### src/rtl/cpu_mem_loader.sv
// cpu_mem_loader: streams program/data images into CPU memories, runs the CPU, dumps a data window back out.
// Defining LOADER_CHECKSUM_EN adds load_sum/dump_sum running-sum outputs.
module cpu_mem_loader #(
  parameter int I_LEN_W = 10,
  parameter int D_LEN_W = 11,
  parameter int RUN_W   = 32
) (
  input  logic               clk,
  input  logic               srst,
  input  logic               start,
  input  logic [I_LEN_W-1:0] i_len,
  input  logic [D_LEN_W-1:0] d_len,
  input  logic [RUN_W-1:0]   run_cycles,
  input  logic [D_LEN_W-1:0] dump_len,
  input  logic               s_valid,
  output logic               s_ready,
  input  logic [31:0]        s_data,
  output logic               m_valid,
  input  logic               m_ready,
  output logic [31:0]        m_data,
  output logic               cpu_enable,
  output logic [31:0]        addr_ext,
  output logic [31:0]        wdata_ext,
  output logic               wen_ext,
  output logic               ren_ext,
  input  logic [31:0]        rdata_ext,
  output logic [31:0]        addr_ext_2,
  output logic [31:0]        wdata_ext_2,
  output logic               wen_ext_2,
  output logic               ren_ext_2,
  input  logic [31:0]        rdata_ext_2,
  output logic               busy,
  output logic               done
`ifdef LOADER_CHECKSUM_EN
  ,
  output logic [31:0]        load_sum,
  output logic [31:0]        dump_sum
`endif
);
  localparam int IDX_W = (I_LEN_W > D_LEN_W) ? I_LEN_W : D_LEN_W;
  typedef enum logic [2:0] {IDLE, LOAD_I, LOAD_D, RUN, DUMP_RD, DUMP_WAIT, DUMP_OUT} state_e;
  state_e             state_q, state_d;
  logic [IDX_W-1:0]   idx_q, idx_d;
  logic [I_LEN_W-1:0] ilen_q, ilen_d;
  logic [D_LEN_W-1:0] dlen_q, dlen_d, dump_q, dump_d;
  logic [RUN_W-1:0]   run_q, run_d;
  logic [31:0]        mdata_q, mdata_d;
  logic               done_q, done_d;
  logic [IDX_W:0]     idx_inc;
  logic [31:0]        addr;
  logic               last_i, last_d, last_m, s_fire, m_fire;
  logic               unused_rdata;
  assign unused_rdata = ^rdata_ext;
  assign idx_inc = {1'b0, idx_q} + (IDX_W+1)'(1);
  assign addr    = 32'({idx_q, 2'b00});
  assign last_i  = idx_inc == (IDX_W+1)'(ilen_q);
  assign last_d  = idx_inc == (IDX_W+1)'(dlen_q);
  assign last_m  = idx_inc == (IDX_W+1)'(dump_q);
  assign s_fire  = s_valid && s_ready;
  assign m_fire  = m_valid && m_ready;
  // first phase with nonzero work, skipping the ones already behind us
  function automatic state_e pick(input logic d, input logic r, input logic m);
    return d ? LOAD_D : r ? RUN : m ? DUMP_RD : IDLE;
  endfunction
  always_ff @(posedge clk) begin
    if (srst) begin
      state_q <= IDLE;
      idx_q   <= '0;
      ilen_q  <= '0;
      dlen_q  <= '0;
      dump_q  <= '0;
      run_q   <= '0;
      mdata_q <= '0;
      done_q  <= 1'b0;
    end else begin
      state_q <= state_d;
      idx_q   <= idx_d;
      ilen_q  <= ilen_d;
      dlen_q  <= dlen_d;
      dump_q  <= dump_d;
      run_q   <= run_d;
      mdata_q <= mdata_d;
      done_q  <= done_d;
    end
  end
  always_comb begin
    state_d = state_q;
    idx_d   = idx_q;
    ilen_d  = ilen_q;
    dlen_d  = dlen_q;
    dump_d  = dump_q;
    run_d   = run_q;
    mdata_d = mdata_q;
    case (state_q)
      IDLE: if (start) begin
        ilen_d  = i_len;
        dlen_d  = d_len;
        dump_d  = dump_len;
        run_d   = run_cycles;
        idx_d   = '0;
        state_d = (i_len != '0) ? LOAD_I : pick(d_len != '0, run_cycles != '0, dump_len != '0);
      end
      LOAD_I: if (s_fire) begin
        idx_d   = last_i ? '0 : idx_inc[IDX_W-1:0];
        state_d = last_i ? pick(dlen_q != '0, run_q != '0, dump_q != '0) : LOAD_I;
      end
      LOAD_D: if (s_fire) begin
        idx_d   = last_d ? '0 : idx_inc[IDX_W-1:0];
        state_d = last_d ? pick(1'b0, run_q != '0, dump_q != '0) : LOAD_D;
      end
      RUN: begin
        run_d   = run_q - RUN_W'(1);
        state_d = (run_q == RUN_W'(1)) ? pick(1'b0, 1'b0, dump_q != '0) : RUN;
      end
      DUMP_RD: state_d = DUMP_WAIT;
      DUMP_WAIT: begin
        mdata_d = rdata_ext_2;
        state_d = DUMP_OUT;
      end
      DUMP_OUT: if (m_ready) begin
        idx_d   = last_m ? '0 : idx_inc[IDX_W-1:0];
        state_d = last_m ? IDLE : DUMP_RD;
      end
      default: state_d = IDLE;
    endcase
    done_d = (state_d == IDLE) && (state_q != IDLE || start);
  end
  always_comb begin
    s_ready     = state_q == LOAD_I || state_q == LOAD_D;
    wen_ext     = state_q == LOAD_I && s_valid;
    addr_ext    = (state_q == LOAD_I) ? addr : '0;
    wdata_ext   = (state_q == LOAD_I) ? s_data : '0;
    ren_ext     = 1'b0;
    wen_ext_2   = state_q == LOAD_D && s_valid;
    ren_ext_2   = state_q == DUMP_RD;
    addr_ext_2  = (state_q == LOAD_D || state_q == DUMP_RD) ? addr : '0;
    wdata_ext_2 = (state_q == LOAD_D) ? s_data : '0;
    cpu_enable  = state_q == RUN;
    m_valid     = state_q == DUMP_OUT;
    busy        = state_q != IDLE;
  end
  assign m_data = mdata_q;
  assign done   = done_q;
`ifdef LOADER_CHECKSUM_EN
  logic [31:0] load_sum_q, dump_sum_q;
  always_ff @(posedge clk) begin
    if (srst || (state_q == IDLE && start)) begin
      load_sum_q <= '0;
      dump_sum_q <= '0;
    end else begin
      load_sum_q <= s_fire ? load_sum_q + s_data : load_sum_q;
      dump_sum_q <= m_fire ? dump_sum_q + mdata_q : dump_sum_q;
    end
  end
  assign load_sum = load_sum_q;
  assign dump_sum = dump_sum_q;
`endif
endmodule

### config.mk
export PLATFORM = sky130hd
export DESIGN_NAME = cpu_mem_loader
export DESIGN_NICKNAME = d
export VERILOG_FILES = /design/src/rtl/cpu_mem_loader.sv
export SDC_FILE = /design/constraint.sdc
export NUM_CORES = 1
export LEC_CHECK = 0
export BUFFER_PORTS_ARGS = -buffer_cell sky130_fd_sc_hd__buf_2
export CORE_ASPECT_RATIO = 0.5
export CORE_UTILIZATION = 50
export DETAILED_ROUTE_END_ITERATION = 8
export PLACE_DENSITY = 0.86
export REMOVE_ABC_BUFFERS = 1
export SYNTH_ARGS = -nofsm -noshare
export SYNTH_HDL_FRONTEND = slang
export SYNTH_SLANG_ARGS = --single-unit
export TNS_END_PERCENT = 100
### constraint.sdc
create_clock -name clk -period 9.2 [get_ports clk]
set_input_delay 1.84 -clock clk [delete_from_list [all_inputs] [get_ports clk]]
set_output_delay 1.84 -clock clk [all_outputs]
set_load 0.05 [all_outputs]
==> key figures <==
Outcome
  – Outcome: complete, but fails checks
  – Violated checks: DRC

Clock network
  – Number of cells upsized or downsized after cts: 0
  – CTS tree: done
  – Number of H-tree levels: 3
  – Total CTS buffers: 9
  – Sink Count: 111
  – Clock root cell: clkbuf_16
  – Post-CTS Hold Buffers: 0
  – Clock Path Buffers: 2
  – Post-CTS setup buffers: 0
  – Clk_lat worst skew: 0.36 ns
  – Clk pin slew, worst setup/hold paths: 0.08 ns

Synth
  – FFs w/ async S/R, synth: 0
  – Post-synthesis cell type count: 63
  – Post-synth EDFFs: 0
  – Post-synthesis sequential area ratio: 0.329
  – Synth Cell Area: 0.00675 mm^2
  – Synthesis Warnings: 0
  – Synth Flop Type: dfxtp_1
  – Syn Inst Count: 929
  – Synthesized flop and latch total: 111
  – Syn Area/Cell: 7.26 um^2

Worst setup path
  – Critical Path AT: 2.91 ns
  – Crit path launch type: register
  – Worst-path fanout max: 42
  – Worst Path Required: 7.36 ns
  – WS Path Type: reg -> out
  – Nature of the critical path endpoint: output port

Final layout
  – Area growth syn-to-layout: 21.7%
  – Final #Nets: 1312
  – Diode count: 0
  – Layout cells sized above 1: 0.253

GRT
  – Largest net degree at the start of global routing: 81
  – First-pass GRT wire length: 32600 um
  – Gr ovfl total: 0
  – Antenna violations before repair: 0
  – Total GRT Usage: 0.285
  – Vias in the first global route: 6637

Placement
  – Placer Congestion: 0.965
  – PortBufs: 258
  – Pre-CTS WS: 4.79 ns
  – DP HPWL: 15600 um

Die
  – Vert. Die Dim: 84.1 um
  – I/O Pins: 334
  – Starting density of the core: 0.522
  – Core area: 0.0129 mm^2
  – Row cnt: 29
  – Die X: 166 um
  – Full die area: 0.0140 mm^2

Drt
  – Post-route DRC: 9
  – Wirelength per Cell: 15.6 um
  – Post-DRT Antenna Nets: 0
  – Vias: 7363
  – Drt pass-1 iters: 9
  – DRT iter0 DRCs: 527
  – Routed WL: 20600 um
  – Via density: 5.59

Timing
  – Worst slew pin tran: 1.25 ns
  – Fin crit share: 0.516
  – Fin Setup TNS: 0 ns
  – Finish-stage setup viols: 0
  – RSZ-0062 raised after global routing: false
  – Slew Limit Fails: 0
  – Highest Clock Rate: 0.211 GHz
  – Final Worst Setup Slack: 4.45 ns
  – Final Hold Viols: 0
  – Clock skew: 0.0109 ns
  – Slew headroom: 0.164
  – Post-route minimum period: 4.75 ns

Power and ir drop
  – Total Power: 1.24 mW
  – Power Density: 151 mW/mm^2
  – Pleak: 3.79 nW
  – Worst vdd ir: 104 uV

Run
  – Max_cap viols: 0

Hold path
  – Worst hold path type: reg -> reg
routing by layer:
layer | vias up | wire (um) | track usage
met2 | 282 | 9800 | 0.481
li1 | 3570 | - | -
met3 | 41 | 1290 | 0.0438
met1 | 3470 | 9150 | 0.380
met4 | 0 | 371 | 0.0842
met5 | - | 0 | 0
critical path: stages, from the launching register on:
cell	delay, ns
dfxtp_1	0.42
nor2_2	1.00
nand2_1	0.48
nor2_1	0.32
buf_2	0.32
through the flow:
step	hold WS, ns	cell area (um^2)	util	std cells
after global routing	0.473	8210	0.635	1318
after CTS	0.456	8210	0.635	1318
final	0.454	8210	0.635	1318
after floorplan	0.431	6340	-	868
after detailed placement	0.445	7900	0.612	1302
after global placement	0.439	7900	0.612	1302
synthesized netlist by cell type (2+ instances only):
library cell / n / share of area
nand2_1: 181 / 0.10
dfxtp_1: 111 / 0.33
a21oi_1: 105 / 0.078
nor2_1: 76 / 0.042
clkbuf_1: 50 / 0.028
and3_1: 46 / 0.043
buf_4: 44 / 0.049
and2_1: 37 / 0.034
nor4_1: 28 / 0.026
nand3_1: 25 / 0.019
nor3_1: 21 / 0.016
xnor2_1: 20 / 0.026
o21ai_0: 18 / 0.013
xor2_1: 15 / 0.019
inv_1: 13 / 0.0072
nor2b_1: 13 / 0.012
o211ai_1: 9 / 0.010
a31oi_1: 8 / 0.0074
or4_1: 8 / 0.0089
nand4_1: 7 / 0.0065
o31ai_1: 6 / 0.0067
or3_1: 6 / 0.0056
a221oi_1: 5 / 0.0065
buf_2: 5 / 0.0037
mux2i_1: 5 / 0.0074
o21bai_1: 5 / 0.0056
a22oi_1: 4 / 0.0045
a32oi_1: 4 / 0.0052
ha_1: 4 / 0.0074
nand2b_1: 4 / 0.0037
xnor3_1: 4 / 0.013
a211oi_1: 3 / 0.0033
and4_1: 3 / 0.0039
buf_1: 3 / 0.0017
o311ai_0: 3 / 0.0039
a2111oi_0: 2 / 0.0026
a311oi_1: 2 / 0.0026
cells in the final DEF (no fill, tap or decap), types with 4 or more instances in the layout:
| master | count |
|---|---|
| buf_2 | 258 |
| nand2_1 | 181 |
| dfxtp_1 | 111 |
| a21oi_1 | 105 |
| nor2_1 | 75 |
| and3_1 | 46 |
| conb_1 | 43 |
| and2_1 | 36 |
| nor4_1 | 28 |
| nand3_1 | 25 |
| nor3_1 | 21 |
| xnor2_1 | 20 |
| o21ai_0 | 18 |
| xor2_1 | 15 |
| inv_1 | 13 |
| nor2b_1 | 13 |
| o211ai_1 | 9 |
| clkbuf_16 | 9 |
| a31oi_1 | 8 |
| or4_1 | 8 |
| nand4_1 | 7 |
| or3_1 | 6 |
| o31ai_1 | 6 |
| buf_4 | 6 |
| mux2i_1 | 5 |
| o21bai_1 | 5 |
| a221oi_1 | 5 |
| a22oi_1 | 4 |
| a32oi_1 | 4 |
| nand2b_1 | 4 |
| xnor3_1 | 4 |
| ha_1 | 4 |
logic make-up (layout without fill, tap and decap cells):
group           Yosys count  after routing  share of synthesized area
compound gates          186            186                      0.168
xor+xnor                 40             40                     0.0623
fa+ha+maj                 5              5                    0.00890
buf+inv                 117            294                     0.0907
flops                   111            111                      0.329
mux                       6              6                    0.00909
other cells               1             43                   0.000556
simple gates            463            463                      0.331
power by group:
part	switching (mW)	internal (mW)
Sequential	0.0257	0.504
Combinational	0.221	0.0930
Clock	0.202	0.195
Total	0.448	0.792
path summary, 6_finish.rpt:
kind           endpoint  slack (ns)  depth (start not counted)  startpoint
max             wen_ext        4.45                          4  state_q[2]
max reg2reg  state_q[2]        5.14                          8    idx_q[0]
min          m_data[23]        0.45                          2  m_data[23]
min reg2reg  m_data[23]        0.45                          2  m_data[23]
layout make-up:
type                            instances  area, um^2
Clock buffer                            9         225
Clock inverter                          7        80.1
Fill cell                            1131        4710
Inverter                               14        52.6
Multi-Input combinational cell        743        4080
Sequential cell                       111        2220
Tap cell                              170         213
Timing Repair Buffer                  264        1340
state kept, by name, summed over array words and instances, names as in the netlist:
| name | flops |
|---|---|
| run_q | 32 |
| dump_q | 11 |
| m_data | 32 |
| ilen_q | 10 |
| done | 1 |
| idx_q | 11 |
| dlen_q | 11 |
| state_q | 3 |
(Power assumes the default switching activity.)
